**config.mk**
```make
export PLATFORM = sky130hd
export DESIGN_NAME = mem_bus_arbiter
export DESIGN_NICKNAME = d
export VERILOG_FILES = /design/src/rtl/mem_bus_arbiter_pkg.sv /design/src/rtl/mem_bus_arbiter_select.sv /design/src/rtl/mem_bus_arbiter.sv
export SDC_FILE = /design/constraint.sdc
export NUM_CORES = 1
export LEC_CHECK = 0
export BUFFER_PORTS_ARGS = -buffer_cell sky130_fd_sc_hd__buf_2
export CAP_MARGIN = 10
export CORE_AREA = 2 2 130 132
export DETAILED_ROUTE_END_ITERATION = 6
export DIE_AREA = 0 0 132 134
export SLEW_MARGIN = 10
export SYNTH_ARGS = -nofsm -noshare
export SYNTH_HDL_FRONTEND = slang
export SYNTH_HIERARCHICAL = 1
export SYNTH_SLANG_ARGS = --single-unit
```
**constraint.sdc**
```tcl
create_clock -name clk -period 3.7 [get_ports clk]
set_clock_uncertainty 0.1 [all_clocks]
set_input_delay 0.185 -clock clk [delete_from_list [all_inputs] [get_ports clk]]
set_output_delay 0.185 -clock clk [all_outputs]
set_load 0.02 [all_outputs]
```
**src/rtl/mem_bus_arbiter_pkg.sv**
```systemverilog
// ============================================================================
// Module   : mem_bus_arbiter_pkg
// Brief    : State and owner encodings shared by the RAM port arbiter files.
// Revision : 1.0 - initial release
// ============================================================================
`default_nettype none

package mem_bus_arbiter_pkg;

    localparam logic [1:0] c_ST_IDLE   = 2'd0;
    localparam logic [1:0] c_ST_ACCESS = 2'd1;
    localparam logic [1:0] c_ST_RESP   = 2'd2;

    typedef enum logic [1:0] {
        ST_IDLE   = c_ST_IDLE,
        ST_ACCESS = c_ST_ACCESS,
        ST_RESP   = c_ST_RESP
    } state_t;

    // Which requester owns the transaction in flight.
    typedef enum logic {
        OWN_IF = 1'b0,
        OWN_LS = 1'b1
    } owner_t;

    localparam int c_CNT_W = 4;

endpackage

`default_nettype wire

```
**src/rtl/mem_bus_arbiter_select.sv**
```systemverilog
// ============================================================================
// Module   : mem_bus_arbiter_select
// Brief    : Grant decision between fetch and load/store. With MEM_ARB_FAIR_EN
//            defined, a starvation counter forces a waiting fetch through.
// Revision : 1.0 - initial release
// ============================================================================
`default_nettype none

module mem_bus_arbiter_select
    import mem_bus_arbiter_pkg::*;
#(
    parameter int STARVE_LIMIT = 4
) (
    input  logic   clk,
    input  logic   rst,
    input  logic   arb_en,
    input  logic   if_req,
    input  logic   ls_req,
    output logic   grant,
    output owner_t grant_owner
);

    assign grant = arb_en && (if_req || ls_req);

`ifdef MEM_ARB_FAIR_EN
    localparam int c_STARVE_W = $clog2(STARVE_LIMIT + 1);

    logic [c_STARVE_W-1:0] r_starve;
    logic                  w_force_if;

    assign w_force_if = (r_starve >= c_STARVE_W'(STARVE_LIMIT));

    always_comb begin
        grant_owner = OWN_IF;
        if (ls_req && !(if_req && w_force_if)) begin
            grant_owner = OWN_LS;
        end
    end

    // Only arbitrations the fetch side actually took part in move the counter.
    always_ff @(posedge clk or negedge rst) begin
        if (!rst) begin
            r_starve <= '0;
        end else if (arb_en && if_req) begin
            if (grant_owner == OWN_IF) begin
                r_starve <= '0;
            end else begin
                r_starve <= r_starve + 1'b1;
            end
        end
    end
`else
    logic w_unused_clk_rst;

    assign w_unused_clk_rst = clk ^ rst;

    always_comb begin
        grant_owner = ls_req ? OWN_LS : OWN_IF;
    end
`endif

endmodule

`default_nettype wire

```
**src/rtl/mem_bus_arbiter.sv**
```systemverilog
// ============================================================================
// Module   : mem_bus_arbiter
// Brief    : Shares one RAM port between instruction fetch and load/store,
//            one transaction at a time with WAIT_STATES extra RAM cycles.
//            Optional fair arbitration via MEM_ARB_FAIR_EN.
// Revision : 1.0 - initial release
// ============================================================================
`default_nettype none

module mem_bus_arbiter
    import mem_bus_arbiter_pkg::*;
#(
    parameter int WAIT_STATES  = 1,
    parameter int STARVE_LIMIT = 4
) (
    input  logic        clk,
    input  logic        rst,
    input  logic        if_req,
    input  logic [31:0] if_addr,
    output logic        if_ack,
    output logic [31:0] if_rdata,
    input  logic        ls_req,
    input  logic        ls_we,
    input  logic [31:0] ls_addr,
    input  logic [31:0] ls_wdata,
    output logic        ls_ack,
    output logic [31:0] ls_rdata,
    output logic        ram_cs,
    output logic        ram_we,
    output logic        ram_oe,
    output logic [31:0] ram_addr,
    output logic [31:0] ram_data_in,
    input  logic [31:0] ram_data_out,
    output logic        busy
);

    state_t             r_state;
    state_t             w_state_nxt;
    logic [c_CNT_W-1:0] r_cnt;
    owner_t             r_owner;
    logic               r_we;

    logic               w_grant;
    owner_t             w_grant_owner;
    logic               w_load;
    logic               w_capture;
    logic               w_we_nxt;
    logic               w_access_nxt;

    mem_bus_arbiter_select #(
        .STARVE_LIMIT (STARVE_LIMIT)
    ) u_select (
        .clk         (clk),
        .rst         (rst),
        .arb_en      (r_state == ST_IDLE),
        .if_req      (if_req),
        .ls_req      (ls_req),
        .grant       (w_grant),
        .grant_owner (w_grant_owner)
    );

    always_comb begin
        w_state_nxt = r_state;
        w_load      = 1'b0;
        w_capture   = 1'b0;
        case (r_state)
            ST_IDLE: begin
                if (w_grant) begin
                    w_state_nxt = ST_ACCESS;
                    w_load      = 1'b1;
                end
            end
            ST_ACCESS: begin
                if (r_cnt == '0) begin
                    w_state_nxt = ST_RESP;
                    w_capture   = 1'b1;
                end
            end
            ST_RESP: begin
                w_state_nxt = ST_IDLE;
            end
            default: begin
                w_state_nxt = ST_IDLE;
            end
        endcase
    end

    // RAM strobes are registered from the next state so they line up with ACCESS.
    always_comb begin
        w_we_nxt     = r_we;
        w_access_nxt = (w_state_nxt == ST_ACCESS);
        if (w_load) begin
            w_we_nxt = (w_grant_owner == OWN_LS) && ls_we;
        end
    end

    always_ff @(posedge clk or negedge rst) begin
        if (!rst) begin
            r_state     <= ST_IDLE;
            r_cnt       <= '0;
            r_owner     <= OWN_IF;
            r_we        <= 1'b0;
            ram_cs      <= 1'b0;
            ram_we      <= 1'b0;
            ram_oe      <= 1'b0;
            ram_addr    <= '0;
            ram_data_in <= '0;
            if_ack      <= 1'b0;
            ls_ack      <= 1'b0;
            if_rdata    <= '0;
            ls_rdata    <= '0;
            busy        <= 1'b0;
        end else begin
            r_state <= w_state_nxt;
            ram_cs  <= w_access_nxt;
            ram_we  <= w_access_nxt && w_we_nxt;
            ram_oe  <= w_access_nxt && !w_we_nxt;
            busy    <= (w_state_nxt != ST_IDLE);
            if_ack  <= w_capture && (r_owner == OWN_IF);
            ls_ack  <= w_capture && (r_owner == OWN_LS);

            if (w_load) begin
                r_owner     <= w_grant_owner;
                r_we        <= w_we_nxt;
                r_cnt       <= c_CNT_W'(WAIT_STATES);
                ram_addr    <= (w_grant_owner == OWN_LS) ? ls_addr : if_addr;
                ram_data_in <= w_we_nxt ? ls_wdata : 32'h0;
            end else if ((r_state == ST_ACCESS) && (r_cnt != '0)) begin
                r_cnt <= r_cnt - 1'b1;
            end

            if (w_capture && !r_we) begin
                if (r_owner == OWN_IF) begin
                    if_rdata <= ram_data_out;
                end else begin
                    ls_rdata <= ram_data_out;
                end
            end
        end
    end

endmodule

`default_nettype wire

```
==> flow_metrics.env <==
export IMPL_grt_remaining_overflow=0
export IMPL_powerDensity_nw_per_um2=810.0
export IMPL_grt_pass1_vias=4987
export IMPL_max_stage_delay_ps=700
export IMPL_route_detailed_drc=0
export IMPL_drtIter0Drc=119
export IMPL_worst_path_max_fanout=32
export IMPL_peakVddDrop_mv=0.4345
export IMPL_path_cells="inv_1 -> ha_1 -> nor2b_1 -> nand3_2 -> mux2_1"
export IMPL_crit_required_ps=3880
export IMPL_grt_max_degree=100
export IMPL_total_power_mw=7.180
export IMPL_synth_warnings=6
export IMPL_crit_buf_inv=1
export IMPL_hold_viol=0
export IMPL_timing_rr_start="r_cnt[0]$_DFFE_PN0P_"
export IMPL_hp_class="input pin to flop"
export IMPL_min_from="if_addr[1]"
export IMPL_wire_per_inst_um=15.11
export IMPL_viasPerCell=4.509
export IMPL_path_class="flop to flop"
export IMPL_relSlewSlack=0.4052
export IMPL_max_freq_mhz=404.5
export IMPL_die_area_um2=17690
export IMPL_nNetsFinal=923
export IMPL_rsz0062_at_grt="no"
export IMPL_syn_area_per_cell_um2=13.83
export IMPL_area_delta_synth_final_pct=58.29
export IMPL_clkSinkCount=142
export IMPL_final_antenna_net_count=0
export IMPL_ctsResizeCount=0
export IMPL_layout_drive_gt1_share=0.4243
export IMPL_portBuffers=266
export IMPL_clk_root_buffer_cell="clkbuf_16"
export IMPL_post_cts_setup_buffer_count=0
export IMPL_cp_arrival_ps=2650
export IMPL_yosysSeqAreaShare=0.6345
export IMPL_crit_family="simple AND/OR/NAND/NOR gates"
export IMPL_cp_end_kind="flop"
export IMPL_worstReg2RegEnd="if_rdata[16]$_DFFE_PN0P_"
export IMPL_netlist_area_leader_share=0.6345
export IMPL_r2r_slack_ps=1230
export IMPL_initial_utilization=0.3438
export IMPL_ys_types=31
export IMPL_dr_pass1_iters=4
export IMPL_synth_cells=405
export IMPL_clock_latency_ps=400
export IMPL_gp_congestion=0.7893
export IMPL_cts_hold_buf=119
export IMPL_tns_ps=0
export IMPL_vias=4599
export IMPL_status="finished, final reports clean"
export IMPL_slew_viol_final=0
export IMPL_grt_usage=0.1779
export IMPL_numCtsBuffers=17
export IMPL_min_path_cells=3
export IMPL_min_period_ps=2472
export IMPL_clk_pin_slew_ps=60
export IMPL_htreeDepth=4
export IMPL_core_area_um2=16290
export IMPL_wirelength_um=15410
export IMPL_slowest_stage="nand3_2"
export IMPL_die_h_um=134
export IMPL_hpwl_um=9982
export IMPL_die_w_um=132
export IMPL_antenna_found_initial=2
export IMPL_synth_area_um2=5600
export IMPL_start_kind="flop"
export IMPL_hold_end="ram_addr[1]$_DFFE_PN0N_"
export IMPL_leakage_nw=4.517
export IMPL_pin_count=267
export IMPL_r2r_cells=5
export IMPL_final_period_utilization=0.6681
export IMPL_num_rows=47
export IMPL_ys_ff_latch=142
export IMPL_tritoncts="yes"
export IMPL_syn_nets=540
export IMPL_max_cap_violations=0
export IMPL_ys_top_cells_by_area="dfrtp_1, mux2_2, mux2i_1"
export IMPL_grt_pass1_wl_um=24960
export IMPL_setup_viol=0
export IMPL_clock_path_buffers=2
export IMPL_tightestPinTransition_ps=892.1
export IMPL_synth_top_area_cell="dfrtp_1"
flip-flops by register name, summed over array words and instances (netlist names), 2 cells and up:
register and count:
ram_addr 32, if_rdata 32, ram_data_in 32, ls_rdata 32, r_cnt 4, r_state 2
kinds of logic after synthesis:
logic type | synth area share
DFF | 0.6345
muxes | 0.1930
AOI/OAI and AO/OA | 0.08445
and+or+nand+nor | 0.05519
buffers and inverters | 0.02837
adders and majority gates | 0.004468
layout make-up:
cell class / count / area, um2
well taps: 220 / 275.3
diodes: 1 / 2.502
clock inverters: 10 / 112.6
clock buffers: 20 / 456.7
repair buffers: 390 / 2566
inverters: 2 / 7.507
flip-flops and latches: 142 / 3553
fillers: 1368 / 7425
multi-input cells: 235 / 1891
report_power, final:
group / switching (mW) / internal [mW] / total, mW
Sequential: 0.374 / 2.26 / 2.63
Combinational: 1.75 / 1.15 / 2.90
Clock: 0.632 / 1.02 / 1.65
worst min-delay path, cell delays in order:
cell,delay [ps]
buf_2,80
mux2i_1,80
o21ai_0,140
per-layer routing:
metal	GRT usage	share of wire	vias to the layer above
met4	0.05616	0.015	2
met3	0.06311	0.069	15
met1	0.2106	0.42	2193
met2	0.3041	0.49	194
met5	0	0.00084	-
li1	-	-	2195
Yosys cell counts (all sizes together):
master and instances:
nand2 44, nor3b 2, nand3 3, inv 2
nor2 6, dfrtp 142, a22o 32, and2 1
or2 1, mux2i 36, and3 1, mux2 64
ha 2, or3b 1, o211ai 1, o21a 1
a22oi 1, buf 22, o21ai 34, clkbuf 4
nand4b 1, nand2b 1, nor2b 3
placed cells by master (no fill, tap or decap), types with 2 or more instances in the layout:
cell / count
clkinv_2: 4
nand3_1: 2
ha_1: 2
clkbuf_16: 17
nor2_1: 5
nor2b_1: 3
mux2_2: 33
o21ai_0: 33
inv_6: 2
buf_4: 5
buf_2: 265
a22o_1: 32
clkbuf_8: 2
bufinv_16: 2
mux2i_1: 36
mux2_1: 31
clkinvlp_4: 2
dlygate4sd3_1: 119
dfrtp_1: 142
nand2_1: 44
inv_1: 2
how the worst max path moves through the flow:
stage / start / to / cells past startpoint
floorplan: r_state[1]$_DFF_PN0_ / ram_data_in[13]$_DFFE_PN0N_ / 7
detailed placement: r_cnt[0]$_DFFE_PN0P_ / if_rdata[16]$_DFFE_PN0P_ / 5
global placement: r_cnt[0]$_DFFE_PN0P_ / if_rdata[16]$_DFFE_PN0P_ / 5
global route: r_cnt[0]$_DFFE_PN0P_ / if_rdata[16]$_DFFE_PN0P_ / 5
finish: r_cnt[0]$_DFFE_PN0P_ / if_rdata[16]$_DFFE_PN0P_ / 5
CTS: r_cnt[0]$_DFFE_PN0P_ / if_rdata[16]$_DFFE_PN0P_ / 5
metrics by stage:
| stage | setup WS (ps) | instance area [um2] | util | cells | hold WS, ps |
|---|---|---|---|---|---|
| 3_5_place_dp | 1181 | 7102 | 0.4360 | 870 | 258.8 |
| 5_1_grt | 986.5 | 8865 | 0.5442 | 1020 | 46.35 |
| 2_1_floorplan | 1853 | 5600 | - | 405 | -210.6 |
| 3_3_place_gp | 1248 | 7102 | 0.4360 | 870 | 243.1 |
| 4_1_cts | 1165 | 8862 | 0.5441 | 1019 | 2.375 |
| 6_report | 1228 | 8865 | 0.5442 | 1020 | 21.47 |
Power figures use the tool's default switching activity.
